--- config.mk ---
export PLATFORM = sky130hd
export DESIGN_NAME = ddr_stream_wr_master
export DESIGN_NICKNAME = d
export VERILOG_FILES = /design/src/rtl/ddr_stream_wr_master.sv
export SDC_FILE = /design/constraint.sdc
export NUM_CORES = 1
export LEC_CHECK = 0
export CAP_MARGIN = 40
export CELL_PAD_IN_SITES_DETAIL_PLACEMENT = 0
export CELL_PAD_IN_SITES_GLOBAL_PLACEMENT = 1
export CORE_UTILIZATION = 34
export CTS_CLUSTER_SIZE = 12
export DETAILED_ROUTE_END_ITERATION = 12
export PLACE_DENSITY_LB_ADDON = 0.1
export SYNTH_ARGS = -nofsm -noshare
export SYNTH_HDL_FRONTEND = slang
export SYNTH_SLANG_ARGS = --single-unit
export TNS_END_PERCENT = 30
--- constraint.sdc ---
create_clock -name BUS_CLK -period 3.6 [get_ports BUS_CLK]
set_input_delay 0.36 -clock BUS_CLK [delete_from_list [all_inputs] [get_ports BUS_CLK]]
set_output_delay 0.36 -clock BUS_CLK [all_outputs]
set_load 0.1 [all_outputs]
--- src/rtl/ddr_stream_wr_master.sv ---
// Write-channel bus master: drains a 32-bit stream into DDR3 as a series of bursts,
// one burst in flight at a time, and pulses done once the last beat is accepted.
module ddr_stream_wr_master #(
    parameter int MAX_BURST = 256,
    parameter int CNT_W     = 24
) (
    input  logic             BUS_CLK,
    input  logic             BUS_RST,
    input  logic             cmd_start,
    input  logic [31:0]      cmd_addr,
    input  logic [CNT_W-1:0] cmd_words,
    output logic             busy,
    output logic             done,
    input  logic [31:0]      s_data,
    input  logic             s_valid,
    output logic             s_ready,
    output logic [31:0]      MASTER_WR_ADDR,
    output logic [7:0]       MASTER_WR_LEN,
    output logic             MASTER_WR_ADDR_VALID,
    input  logic             MASTER_WR_ADDR_READY,
    output logic [31:0]      MASTER_WR_DATA,
    output logic [3:0]       MASTER_WR_STRB,
    output logic             MASTER_WR_DATA_VALID,
    input  logic             MASTER_WR_DATA_READY,
    output logic             MASTER_WR_DATA_LAST
);

    typedef enum logic [2:0] {IDLE, ADDR, DATA, NEXT, DONE} state_t;

    state_t           state;
    logic [CNT_W-1:0] remaining;
    logic [7:0]       beat_cnt;
    logic [CNT_W-1:0] beats_cmd;
    logic [CNT_W-1:0] beats_rem;
    logic             in_data;

    function automatic logic [CNT_W-1:0] burst_of(input logic [CNT_W-1:0] rem);
        burst_of = (rem > CNT_W'(MAX_BURST)) ? CNT_W'(MAX_BURST) : rem;
    endfunction

    assign beats_cmd = burst_of(cmd_words);
    assign beats_rem = burst_of(remaining);

    always_ff @(posedge BUS_CLK) begin
        if (BUS_RST) begin
            state                <= IDLE;
            busy                 <= 1'b0;
            done                 <= 1'b0;
            MASTER_WR_ADDR_VALID <= 1'b0;
            MASTER_WR_ADDR       <= '0;
            MASTER_WR_LEN        <= '0;
            remaining            <= '0;
            beat_cnt             <= '0;
        end else begin
            done <= 1'b0;
            case (state)
                IDLE: begin
                    if (cmd_start) begin
                        if (cmd_words != '0) begin
                            state                <= ADDR;
                            busy                 <= 1'b1;
                            MASTER_WR_ADDR_VALID <= 1'b1;
                            MASTER_WR_ADDR       <= cmd_addr;
                            MASTER_WR_LEN        <= 8'(beats_cmd - CNT_W'(1));
                            remaining            <= cmd_words - beats_cmd;
                            beat_cnt             <= '0;
                        end else begin
                            // Empty command completes without touching the bus
                            state <= DONE;
                            done  <= 1'b1;
                        end
                    end
                end
                ADDR: begin
                    if (MASTER_WR_ADDR_READY) begin
                        MASTER_WR_ADDR_VALID <= 1'b0;
                        state                <= DATA;
                    end
                end
                DATA: begin
                    if (s_valid && MASTER_WR_DATA_READY) begin
                        if (beat_cnt == MASTER_WR_LEN) state <= NEXT;
                        else beat_cnt <= beat_cnt + 8'd1;
                    end
                end
                NEXT: begin
                    if (remaining == '0) begin
                        state <= DONE;
                        busy  <= 1'b0;
                        done  <= 1'b1;
                    end else begin
                        state                <= ADDR;
                        MASTER_WR_ADDR_VALID <= 1'b1;
                        MASTER_WR_ADDR       <= MASTER_WR_ADDR + 32'(MASTER_WR_LEN) + 32'd1;
                        MASTER_WR_LEN        <= 8'(beats_rem - CNT_W'(1));
                        remaining            <= remaining - beats_rem;
                        beat_cnt             <= '0;
                    end
                end
                DONE:    state <= IDLE;
                default: state <= IDLE;
            endcase
        end
    end

    // Stream is wired straight to the data channel, but only while a burst is open
    assign in_data              = (state == DATA);
    assign MASTER_WR_DATA       = in_data ? s_data : '0;
    assign MASTER_WR_DATA_VALID = in_data & s_valid;
    assign s_ready              = in_data & MASTER_WR_DATA_READY;
    assign MASTER_WR_DATA_LAST  = in_data && (beat_cnt == MASTER_WR_LEN);
    assign MASTER_WR_STRB       = 4'hF;

endmodule

==> results of run 1 <==
-- power by group --
| part | switching [µW] | internal [µW] | leakage, µW |
|---|---|---|---|
| clock network | 387 | 578 | 0.000149 |
| registers | 105 | 938 | 0.000643 |
| logic | 883 | 544 | 0.00257 |
-- metal layers --
layer	routed length [µm]	share of wire, %
met4	441	2.0
met3	852	3.9
met2	11000	50
met5	0	0
met1	9720	44
-- layout by cell type (no fill, tap or decap), types with 6 or more instances in the layout --
cell	Yosys	routed
sky130_fd_sc_hd__inv_1	16	16
sky130_fd_sc_hd__clkbuf_16	0	9
sky130_fd_sc_hd__a211oi_1	15	15
sky130_fd_sc_hd__xor2_1	14	14
sky130_fd_sc_hd__o31ai_1	6	6
sky130_fd_sc_hd__a31oi_1	9	9
sky130_fd_sc_hd__ha_1	12	12
sky130_fd_sc_hd__nor3_1	36	36
sky130_fd_sc_hd__clkdlybuf4s50_1	0	135
sky130_fd_sc_hd__nand2_1	65	64
sky130_fd_sc_hd__dfxtp_1	78	78
sky130_fd_sc_hd__and2_1	41	41
sky130_fd_sc_hd__xnor2_1	15	15
sky130_fd_sc_hd__o21ai_1	8	8
sky130_fd_sc_hd__o21ai_0	50	50
sky130_fd_sc_hd__a21o_1	8	8
sky130_fd_sc_hd__a311oi_1	11	11
sky130_fd_sc_hd__nor4_1	21	21
sky130_fd_sc_hd__and3_1	11	11
sky130_fd_sc_hd__o211ai_1	6	6
sky130_fd_sc_hd__nand3_1	29	29
sky130_fd_sc_hd__buf_8	0	36
sky130_fd_sc_hd__a21oi_1	56	56
sky130_fd_sc_hd__a22oi_1	15	15
sky130_fd_sc_hd__buf_16	0	7
sky130_fd_sc_hd__nor2_1	75	74
sky130_fd_sc_hd__buf_4	8	69
sky130_fd_sc_hd__nand4_1	9	9
sky130_fd_sc_hd__conb_1	1	6
-- registers in the layout, summed over array words and instances, names as in the netlist --
register / flops
MASTER_WR_ADDR_VALID: 1
remaining: 24
beat_cnt: 8
MASTER_WR_LEN: 8
MASTER_WR_ADDR: 32
busy: 1
done: 1
state: 3
-- layout make-up --
class	instances	area (µm²)	share of cell area, %
flip-flops and latches	78	1560	18.0
inverters	16	60.1	0.692
clock inverters	4	55.1	0.634
repair buffers	249	2630	30.3
clock buffers	12	256	2.95
multi-input cells	624	3850	44.4
well taps	216	270	3.11
-- Yosys cell counts, drive strengths merged, types with 11 or more instances --
cell / number
nand3: 30
and3: 11
a22oi: 15
nor3: 37
a21oi: 56
ha: 12
clkbuf: 41
o21ai: 59
a211oi: 17
a311oi: 11
inv: 16
nand2: 66
nor4: 24
dfxtp: 78
buf: 16
and2: 42
xor2: 14
xnor2: 15
nor2: 75
-- path summary, 6_finish.rpt --
kind / from / to / cells after the start
setup / recovery: cmd_words[9] / remaining[22] / 14
hold / removal: busy / busy / 2
hold reg to reg: busy / busy / 2
setup reg to reg: remaining[14] / MASTER_WR_LEN[6] / 10
-- per-stage QoR --
stage / instances / utilization, % / hold slack [ps] / area [µm²]
global route: 1199 / 53.9 / 479 / 8680
detailed placement: 1183 / 52.0 / 457 / 8370
finish: 1199 / 53.9 / 461 / 8680
floorplan: 775 / - / 431 / 5720
CTS: 1199 / 53.9 / 466 / 8680
global placement: 1139 / 47.4 / 445 / 7630
-- cells by family (layout without fill, tap and decap cells) --
family | after synthesis | in the layout | share of synthesized area [%]
adders and majority gates | 13 | 13 | 2.98
DFF | 78 | 78 | 27.4
AOI/OAI and AO/OA | 238 | 238 | 28.2
xor gates and xnor gates | 29 | 29 | 4.45
other | 1 | 6 | 0.0658
and+or+nand+nor | 333 | 333 | 30.4
buffers and inverters | 73 | 281 | 5.62
muxes | 5 | 5 | 0.878
-- critical path: cells and delay by family --
| kind | cells | cell delay [ps] |
|---|---|---|
| AOI/OAI and AO/OA | 4 | 920 |
| xor gates and xnor gates | 1 | 160 |
| adders and majority gates | 1 | 210 |
| buffers and inverters | 2 | 810 |
| and+or+nand+nor | 6 | 1000 |
==> run metrics, run 1 <==
Async S/R FF share, synth 0%; final weighted congestion in routability-driven placement 0.865; synthesized instance count 770; routing usage on met1 31.2%; CTS tree built; max frequency 314 MHz; drt wl/cell between 15 and 20 µm; leading post-synthesis cells by cell area sky130_fd_sc_hd__dfxtp_1, sky130_fd_sc_hd__nor2_1, sky130_fd_sc_hd__a21oi_1; outcome completed; most area-hungry cell type in the Yosys netlist sky130_fd_sc_hd__dfxtp_1; peak-usage layer in the global routing report met2; critical path data arrival time ~3500 ps; crit path setup slack, layout around 410 ps; pre-CTS worst setup slack around 110 ps; maximum clock skew at final layout ~11 ps; Cell Pwr Density just under 400 nW/µm²; max-slew violation count 0; critical path startpoint category input pin; crit-path max FO 7; post-layout minimum cycle time 3190 ps; most frequent cell on the critical path sky130_fd_sc_hd__nand2_1; vias in the first global route about 6,500; overall power after layout roughly 3400 µW; DP Wirelength ~17 mm; TritonCTS buffer count 9; die area 17,300 µm²; antenna violations before repair 0; Post-Synthesis Cell Area 5700 µm²; yosys warns 0; Setup Total Neg Slack 0 ps; hold violation count in the final report 0; number of enable-type register cells in the synthesized netlist 0; site row count 46; Avg Vias per Cell 5.63; maxcap violations 0; Critical Path Slowest Stage Cell sky130_fd_sc_hd__clkdlybuf4s50_1; insertion delay of the later-clocked pin in the worst-skew pair between 300 and 400 ps; global-route wire length before repair around 35 mm; CP endpoint kind register; drt first-iter violations 359; clock sink total roughly 80; largest buffer count on any clock path 2; Port Buf Inserts between 150 and 200; setup-violating endpoint count in the final report 0; CP max stage delay slightly above 600 ps; synthesized area per cell ~7.4 µm²; fraction of layout instances using a drive strength above 1 15.9%; met3 Resource Use GR between 4 and 5%; Most used DFF post-synth sky130_fd_sc_hd__dfxtp_1; # resized after CTS 0; starting density of the core between 30 and 40%; transition time at the pin with the least slew margin 907 ps; worst-case headroom to the max-slew limit 38.7%; DRC 0; htree depth 3; number of fillers in the final layout between 1,500 and 2,000; share of Yosys cell area claimed by the top area cell type a little over a quarter; Lkg Pwr roughly 0.0034 µW; I/O pin cnt between 150 and 200; total gr overflow 0; first-pass detailed-route iteration total 6; worst-path cell chain clkdlybuf4s50_1 > nor3_1 > and4_1 > nand2_1 > nand2_1 > ha_1 > nor4_1 > a21boi_0 > a2111oi_2 > buf_4 > nand3b_1 > xor2_1 > o32a_1 > a21oi_1; antenna cell count 0; Tcrit/Tclk final approximately nine tenths; DIE WIDTH 132 µm; type of the setup path with the least slack in -> reg; RSZ-0062 raised after global routing false; flip-flop and latch count after synthesis 78; Post CTS Setup Buffer Count 0; Total Wirelength approximately 22 mm; VDD IR max roughly 0.25 mV; met2 usage between 40% and 50%; required time reported for the critical path endpoint between 3000 and 4000 ps; post-synthesis to final-layout area growth 52.3%; global-route usage over all layers 25.1%; cell at the root of the clock tree sky130_fd_sc_hd__clkbuf_16; height of the chip 132 µm; sequential-to-total area share from yosys stat 27.4%; r2r setup slk 570 ps; count of nets left with antenna violations after detail routing 0; number of different library cells in the post-synthesis netlist 83; pin count of the biggest net entering global routing 55; vias after detailed routing ~6,800; clock transition at the registers of the reported paths roughly 60 ps; Min-Delay Path Class reg -> reg; layout net count ~1,100; CTS hold repair buffers 0; core region area ~16,000 µm²
Power figures use the tool's default switching activity.
==> inputs of run 2 (changes only) <==
==> constraint.sdc (replaced) <==
create_clock -name BUS_CLK -period 3.65 [get_ports BUS_CLK]
set_input_delay 0.365 -clock BUS_CLK [delete_from_list [all_inputs] [get_ports BUS_CLK]]
set_output_delay 0.365 -clock BUS_CLK [all_outputs]
set_load 0.1 [all_outputs]
==> run metrics, run 2 (synthesis gave the netlist of run 1 again) <==
clock sink total 78 (unchanged); VDD IR max 0.306 mV (+21%); clock transition at the registers of the reported paths 60 ps (about the same); largest register by flop count MASTER_WR_ADDR; CTS tree built; final-layout worst hold slack 463 ps (+2.11 ps); post-synthesis to final-layout area growth 51.3%; Tcrit/Tclk final between 80% and 90%; fraction of layout instances using a drive strength above 1 15.5% (-0.33 points); starting density of the core 35.4% (unchanged); Final Core Density 53.5% (-0.35 points); # resized after CTS 0 (unchanged); number of placed cells counting well taps 1,180 (-0.25%); site row count 46 (unchanged); htree depth 3 (unchanged); critical path data arrival time 3540 ps (+70 ps); Layout Cell Area excl Fill 8630 µm² (-0.65%); DRC 0 (unchanged); Min-Delay Path Class reg -> reg; final weighted congestion in routability-driven placement 0.891 (+3.0%); final std cells w/o fill 1,194 (-0.42%); first-pass detailed-route iteration total 6 (unchanged); pin count of the biggest net entering global routing 56 (+1.8%); transition time at the pin with the least slew margin 863 ps (-44.6 ps); RSZ-0062 raised after global routing false; max frequency around 300 MHz; height of the chip 132 µm (unchanged); die area 17,300 µm² (unchanged); insertion delay of the later-clocked pin in the worst-skew pair 350 ps (about the same); most frequent standard cell in the layout excluding fill and tap cells sky130_fd_sc_hd__clkdlybuf4s50_1; placed cell areas 8350 µm² (-0.27%); DP Wirelength 16.2 mm (-2.0%); Avg Vias per Cell 5.59 (-0.65%); layout net count 1,082 (-0.28%); setup-violating endpoint count in the final report 0 (unchanged); max-slew violation count 0 (unchanged); worst-case headroom to the max-slew limit 41.7% (+3.0 points); critical path startpoint category register; crit-path max FO 11 (+4); maxcap violations 0 (unchanged); vias after detailed routing 6,679 (-1.1%); multi-input combinational cell area 3850 µm² (unchanged); Port Buf Inserts 171 (unchanged); required time reported for the critical path endpoint 3920 ps (+40 ps); vias in the first global route 6,452 (-0.40%); core region area 16,100 µm² (unchanged); global-route usage over all layers 25.0% (-0.12 points); drt wl/cell 18.0 µm (-2.0%); Top Registers MASTER_WR_ADDR x32, remaining x24; drt first-iter violations 356 (-0.84%); FF/Latch Area 1560 µm² (unchanged); outcome completed; hold violation count in the final report 0 (unchanged); max FFs per register 32 (unchanged); I/O pin cnt 176 (unchanged); CP endpoint kind register; Post CTS Setup Buffer Count 0 (unchanged); TritonCTS buffer count 9 (unchanged); maximum clock skew at final layout 8.07 ps (-3.14 ps); number of fillers in the final layout 1,557 (+1.6%); Cell Pwr Density 383 nW/µm² (-3.2%); largest buffer count on any clock path 2 (unchanged); CTS hold repair buffers 0 (unchanged); post-layout minimum cycle time 3260 ps; antenna cell count 0 (unchanged); total gr overflow 0 (unchanged); Total Wirelength 21.5 mm (-2.4%); antenna violations before repair 0 (unchanged); Critical Path Slowest Stage Cell sky130_fd_sc_hd__or4_4; cell at the root of the clock tree sky130_fd_sc_hd__clkbuf_16; commonest non-fill, non-tap cells in the layout sky130_fd_sc_hd__clkdlybuf4s50_1, sky130_fd_sc_hd__dfxtp_1, sky130_fd_sc_hd__nor2_1; Lkg Pwr 0.00333 µW (-0.83%); global-route wire length before repair 34.9 mm (+0.30%); Setup Total Neg Slack 0 ps (unchanged); count of nets left with antenna violations after detail routing 0 (unchanged); type of the setup path with the least slack reg -> reg; worst-path cell chain or4_4 > nor4_4 > and4_1 > a22oi_1 > ha_1 > inv_1 > a221oi_1 > o311a_1 > or3_1 > a31oi_1; CP max stage delay 600 ps (about the same); DIE WIDTH 132 µm (unchanged)
-- run 2: per-stage QoR --
| step | setup slack, ps | power [µW] |
|---|---|---|
| after floorplan | 529 | 1890 |
| after global placement | 266 | 2250 |
| after detailed placement | 217 | 2440 |
| after CTS | 455 | 3330 |
| after global routing | 208 | 3460 |
| final | 387 | 3300 |
-- run 2: final cells by class --
| type | count | share of cell area (%) |
|---|---|---|
| clock buffers | 9 | 2.61 |
| clock inverters | 5 | 0.609 |
| inverters | 16 | 0.696 |
| multi-input cells | 624 | 44.7 |
| flip-flops and latches | 78 | 18.1 |
| well taps | 216 | 3.13 |
| repair buffers | 246 | 30.2 |
-- run 2: per-layer routing --
layer	wire [µm]	track usage, %	up-vias
met3	1010	4.40	17
met5	0	0	-
met4	187	5.10	0
met1	9450	31.7	3202
li1	-	-	3267
met2	10800	43.9	193
-- run 2: final timing paths --
| kind | start | endpoint | slack (ps) | cells past startpoint |
|---|---|---|---|---|
| worst max-delay path | remaining[14] | MASTER_WR_LEN[6] | 390 | 10 |
| worst min-delay path | busy | busy | 460 | 2 |
| worst max register to register | remaining[14] | MASTER_WR_LEN[6] | 390 | 10 |
| worst min register to register | busy | busy | 460 | 2 |
-- run 2: worst max-delay path: cells and delay by family (launching register included) --
family                     cells  cell delay [ps]
adders and majority gates      1              260
AOI/OAI and AO/OA              4              570
buffers and inverters          1               60
DFF                            1              380
and+or+nand+nor                4             1930
-- run 2: report_power, final --
group | leakage [µW] | switching [µW] | internal [µW]
sequential | 0.000643 | 102 | 926
clock | 0.000137 | 357 | 518
combinational | 0.00255 | 870 | 531
==> inputs of run 3 (changes only) <==
--- a/config.mk
+++ b/config.mk
@@ -9,8 +9,10 @@
 export CELL_PAD_IN_SITES_DETAIL_PLACEMENT = 0
 export CELL_PAD_IN_SITES_GLOBAL_PLACEMENT = 1
 export CORE_UTILIZATION = 34
+export CTS_BUF_LIST = sky130_fd_sc_hd__clkbuf_16
 export CTS_CLUSTER_SIZE = 12
 export DETAILED_ROUTE_END_ITERATION = 12
+export GPL_ROUTABILITY_DRIVEN = 0
 export PLACE_DENSITY_LB_ADDON = 0.1
 export SYNTH_ARGS = -nofsm -noshare
 export SYNTH_HDL_FRONTEND = slang
==> results of run 3 <==
Final layout, timing and power as in run 2 (identical DEF).
